==> config.mk <==
export PLATFORM = sky130hd
export DESIGN_NAME = add_chain_pipe
export DESIGN_NICKNAME = d
export VERILOG_FILES = /design/src/rtl/add_chain_pkg.sv /design/src/rtl/add_chain_stage.sv /design/src/rtl/add_chain_pipe.sv
export SDC_FILE = /design/constraint.sdc
export NUM_CORES = 1
export LEC_CHECK = 0
export ABC_AREA = 1
export CAP_MARGIN = 20
export CORE_MARGIN = 3
export CORE_UTILIZATION = 48
export DETAILED_ROUTE_END_ITERATION = 16
export PLACE_DENSITY = 0.9
export SETUP_SLACK_MARGIN = 0.1
export SLEW_MARGIN = 20
export SYNTH_ARGS = -nofsm -noshare
export SYNTH_HDL_FRONTEND = slang
export SYNTH_SLANG_ARGS = --single-unit
export TNS_END_PERCENT = 1
==> constraint.sdc <==
create_clock -name clk -period 2.1 [get_ports clk]
set_input_delay 0.525 -clock clk [delete_from_list [all_inputs] [get_ports clk]]
set_output_delay 0.525 -clock clk [all_outputs]
set_load 0.1 [all_outputs]
==> src/rtl/add_chain_pkg.sv <==
// Shared mode encoding and per-stage add helpers for the add_chain_pipe datapath.
// Optional ADD_CHAIN_SAT_EN switches every stage add from wrap-around to saturation.
package add_chain_pkg;

    typedef enum logic {
        MODE_STAGED    = 1'b0,
        MODE_COLLAPSED = 1'b1
    } mode_e;

    // Wide enough to hold in_data + (k+1)*STEP for any practical WIDTH/DEPTH
    localparam int unsigned CALC_W = 64;
    typedef logic [CALC_W-1:0] calc_t;

    function automatic calc_t width_max(int unsigned width);
        return (calc_t'(1) << width) - calc_t'(1);
    endfunction

    function automatic calc_t stage_add(calc_t a, calc_t step, int unsigned width);
        calc_t sum;
        sum = a + step;
`ifdef ADD_CHAIN_SAT_EN
        return (sum > width_max(width)) ? width_max(width) : sum;
`else
        return sum & width_max(width);
`endif
    endfunction

    function automatic logic stage_sat(calc_t a, calc_t step, int unsigned width);
        return (a + step) > width_max(width);
    endfunction

endpackage

==> src/rtl/add_chain_stage.sv <==
// One add stage: register, valid bit and adder; load captures src+step, clear drops valid.
// With ADD_CHAIN_SAT_EN the stage also reports saturation on the cycle it loads.
module add_chain_stage
    import add_chain_pkg::*;
#(
    parameter int unsigned WIDTH = 8
) (
    input  logic             clk_i,
    input  logic             reset_ni,
    input  logic             load_i,
    input  logic             clear_i,
    input  logic [WIDTH-1:0] src_i,
    input  calc_t            step_i,
    output logic [WIDTH-1:0] data_o,
    output logic             valid_o
`ifdef ADD_CHAIN_SAT_EN
    ,
    output logic             sat_o
`endif
);

    logic [WIDTH-1:0] data_q, data_d;
    logic             valid_q, valid_d;

    always_comb begin
        data_d  = data_q;
        valid_d = valid_q;
        if (load_i) begin
            data_d  = WIDTH'(stage_add(calc_t'(src_i), step_i, WIDTH));
            valid_d = 1'b1;
        end else if (clear_i) begin
            valid_d = 1'b0;
        end
    end

    always_ff @(posedge clk_i) begin
        if (!reset_ni) begin
            data_q  <= '0;
            valid_q <= 1'b0;
        end else begin
            data_q  <= data_d;
            valid_q <= valid_d;
        end
    end

    assign data_o  = data_q;
    assign valid_o = valid_q;

`ifdef ADD_CHAIN_SAT_EN
    assign sat_o = load_i && stage_sat(calc_t'(src_i), step_i, WIDTH);
`endif

endmodule

==> src/rtl/add_chain_pipe.sv <==
// DEPTH-stage "+STEP" chain with valid/ready handshakes, run-time STAGED/COLLAPSED modes.
// Optional ADD_CHAIN_SAT_EN: saturating adds plus a sticky sat_flag output.
module add_chain_pipe
    import add_chain_pkg::*;
#(
    parameter int unsigned WIDTH = 8,
    parameter int unsigned DEPTH = 3,
    parameter int unsigned STEP  = 1
) (
    input  logic                       clk,
    input  logic                       reset,
    input  logic                       mode,
    input  logic [WIDTH-1:0]           in_data,
    input  logic                       in_valid,
    output logic                       in_ready,
    output logic [WIDTH-1:0]           out_data,
    output logic                       out_valid,
    input  logic                       out_ready,
    output logic [DEPTH*WIDTH-1:0]     stage_q,
    output logic [$clog2(DEPTH+1)-1:0] occupancy,
    output logic                       active_mode
`ifdef ADD_CHAIN_SAT_EN
    ,
    output logic                       sat_flag
`endif
);

    localparam int unsigned      OCC_W  = $clog2(DEPTH+1);
    localparam logic [WIDTH-1:0] STEP_T = WIDTH'(STEP);

    logic [DEPTH-1:0] v;
    logic [DEPTH-1:0] load;
    logic [DEPTH-1:0] clear;
    logic [WIDTH-1:0] d [DEPTH];
    mode_e            active_q, active_d;
    logic             mode_ok;
    logic             in_xfer;
    logic [OCC_W-1:0] occ;

    // Staged control walks from the sink back to the source so a pop at the
    // tail ripples forward and lets bubbles close up in the same cycle.
    always_comb begin
        load     = '0;
        clear    = '0;
        in_ready = 1'b0;
        mode_ok  = (mode_e'(mode) == active_q);
        if (active_q == MODE_STAGED) begin
            clear[DEPTH-1] = v[DEPTH-1] && out_ready;
            for (int unsigned i = DEPTH-1; i >= 1; i--) begin
                load[i]    = v[i-1] && (!v[i] || clear[i]);
                clear[i-1] = load[i];
            end
            in_ready = mode_ok && (!v[0] || clear[0]);
            load[0]  = in_valid && in_ready;
        end else begin
            in_ready = mode_ok && (!v[DEPTH-1] || out_ready);
            load     = {DEPTH{in_valid && in_ready}};
            clear    = {DEPTH{v[DEPTH-1] && out_ready}};
        end
        in_xfer = in_valid && in_ready;
    end

`ifdef ADD_CHAIN_SAT_EN
    logic [DEPTH-1:0] sat_hit;
    logic             sat_q, sat_d;
`endif

    for (genvar k = 0; k < DEPTH; k++) begin : g_stage
        logic [WIDTH-1:0] src;
        calc_t            step;

        if (k == 0) begin : g_head
            assign src = in_data;
        end else begin : g_body
            assign src = (active_q == MODE_COLLAPSED) ? in_data : d[k-1];
        end

        assign step = (active_q == MODE_COLLAPSED) ? calc_t'(k+1) * calc_t'(STEP_T)
                                                   : calc_t'(STEP_T);

        add_chain_stage #(
            .WIDTH(WIDTH)
        ) u_stage (
            .clk_i   (clk),
            .reset_ni(reset),
            .load_i  (load[k]),
            .clear_i (clear[k]),
            .src_i   (src),
            .step_i  (step),
            .data_o  (d[k]),
            .valid_o (v[k])
`ifdef ADD_CHAIN_SAT_EN
            ,
            .sat_o   (sat_hit[k])
`endif
        );

        assign stage_q[k*WIDTH +: WIDTH] = d[k];
    end

    always_comb begin
        occ = '0;
        for (int unsigned i = 0; i < DEPTH; i++) begin
            occ = occ + OCC_W'(v[i]);
        end
    end

    // Mode only changes with the chain empty, so in-flight data never sees both modes.
    always_comb begin
        active_d = active_q;
        if (occ == '0 && !in_xfer) begin
            active_d = mode_e'(mode);
        end
    end

    always_ff @(posedge clk) begin
        if (!reset) begin
            active_q <= MODE_STAGED;
        end else begin
            active_q <= active_d;
        end
    end

`ifdef ADD_CHAIN_SAT_EN
    assign sat_d = sat_q || (|sat_hit);

    always_ff @(posedge clk) begin
        if (!reset) begin
            sat_q <= 1'b0;
        end else begin
            sat_q <= sat_d;
        end
    end

    assign sat_flag = sat_q;
`endif

    assign out_valid   = v[DEPTH-1];
    assign out_data    = d[DEPTH-1];
    assign occupancy   = occ;
    assign active_mode = logic'(active_q);

endmodule

==> summary.md <==
In this run the biggest area consumer among cell types represents 30.52% of the synthesized area. The synthesis-to-layout area growth was 37.67%; the number of buffer and inverter stages on the critical path was 3. Dividing the detail-routed wire length by the instance count gives 12.31 µm. TritonCTS built the clock tree. The tools report the kind of launch point of the worst setup path as a flip-flop.

The largest total area in the synthesized netlist belongs to sky130_fd_sc_hd__dfxtp_1. The later pin in the worst-skew pair is clocked with a latency of 280 ps. In this run the horizontal extent of the chip is 67.86 µm. The number of vias in the routed layout came out at 1953. Cells fill 71.82% of the core in the end. The logs give 240 ps for the minimum setup slack among reg-to-reg paths and 0 for the DRC violation count after routing. On the critical path the largest part of the delay comes from adder cells.

The clock skew after layout is 9.987 ps. The run gives 3374 µm as the HPWL after detailed placement. After layout, the worst setup slack is 37.21 ps.

The endpoint type of the worst setup path was an output pin. Across the VDD grid, the largest voltage drop is 0.6711 mV. Total power per unit cell area: 1649 nW/µm².

The longest individual stage delay on the worst path came out at 560 ps. Synthesis produced 277 cells. The highest achievable clock rate was 0.4848 GHz.

The period utilization came out at 98.23%. The run finished with clean final reports. The tools report the final number of hold-violating endpoints as 0. In this run the vertical extent of the chip is 67.86 µm. For the finished layout, the period the worst path requires is 2063 ps. With fillers left out, the area of the finished cells amounts to 2529 µm². The logs give 4702 µm for the post-detailed-routing wire length and -181.2 ps for the pre-CTS setup slack. 50 I/O pins were placed.

Routability-driven placement finished with a final weighted congestion of 0.8169. The number of port buffers was 49. Via count of the first global-routing pass: 1793.

The global-route usage over all layers came out at 22.79%. The first global-routing pass estimated 8086 µm of wire. The tools report the final-report max-slew violation count as 0. Entering global routing, the biggest net connects 28 pins. Setup violations remaining at the end of the flow were counted as 0.

The slowest stage of the critical path is the sky130_fd_sc_hd__fa_2 cell. The synthesized design contains 28 register bits. The number of clock buffers inserted by TritonCTS is 3, and the aggregate negative setup slack is 0 ps. The H-tree depth came out at 1. The tools report the launch instance of the worst min-delay path as g_stage[0].u_stage.data_o[5].

A synthesized cell averages 6.631 µm². Once detail routing completed, the nets flagged for antenna violations numbered 0. The tool flagged a number of max-cap violations equal to 0. The area of placed instances was 2394 µm². The number of antenna violations at the first check in global routing is 0. After clock tree synthesis, the clock-pin slew on the worst setup and hold paths is 100 ps. The largest fanout on the critical path was 4. Measured against its own limit, the worst slew margin works out to 76.73%.

The Yosys step of the flow raised 0 warnings. The share of final-layout standard cells stronger than drive strength 1 is 30.36%, and the average via count per standard cell is 5.113. The startpoint identified for the worst register-to-register timing path is active_mode. In this run, the number of DRC markers left after iteration 0 of detailed routing was 87. The die covers 4605 µm². The cell area that synthesis handed to floorplanning was 1837 µm². The tools report the data required time of the critical path as 1570 ps. Data arrives at the worst endpoint at 1540 ps. At the end of the flow, the number of nets in the layout was 355. The tools report the net count of the mapped netlist as 295. The logs give 4 for the first-pass iteration count of the detailed router and 21 for the total number of placement rows.

By area the synthesized netlist is led by sky130_fd_sc_hd__dfxtp_1, sky130_fd_sc_hd__nand2_1, sky130_fd_sc_hd__inv_1. Setup repair after global routing could not meet its margin everywhere. Static power due to leakage: 1.279 nW. The part of the Yosys area used for sequential elements is 30.52%. The distinct cell type count of the synthesized netlist is 26, and the overall overflow remaining after global route is 0. The kind of critical path is flip-flop to output pin.

The critical path startpoint was g_stage[2].u_stage.valid_o. The tools report the CTS root buffer as sky130_fd_sc_hd__clkbuf_8. The run gives 2 as the clock tree buffer depth.

Starting density of the core: 52.17%. The number of antenna diodes in the final layout is 0. The type of the tightest min-delay check was flip-flop to flip-flop.

For the area of the core region, the log shows 3521 µm². Walking the worst path, the cells encountered are inv_2, fa_2, clkinvlp_4, buf_12. For the pin with the worst max-slew slack, the measured transition is 345.4 ps. Clock tree synthesis found a total of 28 sinks. The run gives 280 as the number of fillers in the final layout.
area by class of cell:
type                    instances  area (µm²)  share of cell area [%]
repair buffers                 71       621.8                   24.59
clock inverters                 1       30.03                   1.188
well taps                      46       57.56                   2.276
flip-flops and latches         28       574.3                   22.71
inverters                      51       202.7                   8.016
clock buffers                   3       41.29                   1.633
multi-input cells             182        1001                   39.58
power by group:
part,switching (mW),internal [mW],total [mW]
registers,0.129,0.676,0.806
logic,2.15,0.785,2.93
clock network,0.177,0.256,0.432
synthesized netlist by cell type:
master                     instances
sky130_fd_sc_hd__nand3_1          25
sky130_fd_sc_hd__nand2_2           5
sky130_fd_sc_hd__nor2_2            3
sky130_fd_sc_hd__clkbuf_1          2
sky130_fd_sc_hd__nor2_1           22
sky130_fd_sc_hd__xor2_1            5
sky130_fd_sc_hd__o21bai_1          1
sky130_fd_sc_hd__o21ai_2           5
sky130_fd_sc_hd__fa_1              1
sky130_fd_sc_hd__a31oi_1           1
sky130_fd_sc_hd__buf_6             3
sky130_fd_sc_hd__buf_4            11
sky130_fd_sc_hd__nand3b_1          2
sky130_fd_sc_hd__nand3_2           1
sky130_fd_sc_hd__nand2_1          52
sky130_fd_sc_hd__xnor2_1           6
sky130_fd_sc_hd__o21ai_1           2
sky130_fd_sc_hd__ha_1              4
sky130_fd_sc_hd__nand4_1           3
sky130_fd_sc_hd__nor2b_4           1
sky130_fd_sc_hd__or2_0             1
sky130_fd_sc_hd__dfxtp_1          28
sky130_fd_sc_hd__o21ai_0          24
sky130_fd_sc_hd__a21oi_1          18
sky130_fd_sc_hd__inv_1            50
sky130_fd_sc_hd__inv_2             1
final timing paths:
check | cells after the start | endpoint
max reg2reg | 13 | g_stage[1].u_stage.data_o[4]
max | 4 | occupancy[0]
min | 2 | g_stage[0].u_stage.data_o[5]
min reg2reg | 2 | g_stage[0].u_stage.data_o[5]
sequential cells by signal, indices dropped and copies added, names as in the netlist:
register                 flops
g_stage.u_stage.valid_o      3
g_stage.u_stage.data_o      24
active_mode                  1
repair_timing:
item / CTS / global route
setup buffers: 1 / 2
setup endpoints to repair: 4 / 6
endpoints found under the hold margin: 0 / 0
pin swaps: 5 / 2
hold buffers: 0 / 0
gates resized for setup: 11 / 10
worst min-delay path: stages (launching register included):
cell                      delay (ps)
sky130_fd_sc_hd__dfxtp_1         320
sky130_fd_sc_hd__inv_1            70
sky130_fd_sc_hd__a21oi_1          60
metrics by stage:
stage	hold WS (ps)	instances	power [mW]
after global placement	464.4	375	3.632
after CTS	484.7	380	4.140
after detailed placement	468.5	375	3.680
after floorplan	458.3	277	3.066
after global routing	507.4	382	4.425
final	481.4	382	4.170
cells by family after synthesis:
logic type,share of synthesized area [%]
AND/OR/NAND/NOR,28.13
AO/OA/AOI/OAI,15.12
XOR/XNOR,5.245
adder cells (fa/ha/maj),3.815
flip-flops,30.52
buffers and inverters,17.17
cell usage in the layout, fill, tap and decap left out:
cell type,count
sky130_fd_sc_hd__dfxtp_4,3
sky130_fd_sc_hd__nand2_2,7
sky130_fd_sc_hd__o21ai_0,24
sky130_fd_sc_hd__nor2_1,19
sky130_fd_sc_hd__o21ai_2,5
sky130_fd_sc_hd__o21bai_1,1
sky130_fd_sc_hd__xor2_1,5
sky130_fd_sc_hd__ha_2,1
sky130_fd_sc_hd__nand3_1,23
sky130_fd_sc_hd__bufinv_16,1
sky130_fd_sc_hd__nand3b_1,2
sky130_fd_sc_hd__buf_4,54
sky130_fd_sc_hd__clkbuf_8,3
sky130_fd_sc_hd__fa_2,1
sky130_fd_sc_hd__inv_1,43
sky130_fd_sc_hd__nand4_1,3
sky130_fd_sc_hd__inv_2,5
sky130_fd_sc_hd__ha_1,3
sky130_fd_sc_hd__a31oi_1,1
sky130_fd_sc_hd__nand3_2,3
sky130_fd_sc_hd__nor2_2,5
sky130_fd_sc_hd__dlygate4sd2_1,3
sky130_fd_sc_hd__xnor2_1,6
sky130_fd_sc_hd__a21oi_2,2
sky130_fd_sc_hd__or2_0,1
sky130_fd_sc_hd__nand2_1,50
sky130_fd_sc_hd__clkdlybuf4s50_1,9
sky130_fd_sc_hd__a21oi_1,16
sky130_fd_sc_hd__o21ai_1,2
sky130_fd_sc_hd__clkinvlp_4,3
sky130_fd_sc_hd__nor2b_4,1
sky130_fd_sc_hd__nor2_4,1
sky130_fd_sc_hd__dfxtp_2,2
sky130_fd_sc_hd__dfxtp_1,23
sky130_fd_sc_hd__buf_12,5
routing by layer:
metal	track usage [%]	share of wire, %	up-vias
met5	0	0	-
met4	8.189	3.2	0
met3	3.120	5.6	15
met2	41.56	51	78
met1	27.07	40	884
li1	-	-	976
No activity file was read; power rests on OpenSTA's default activity.
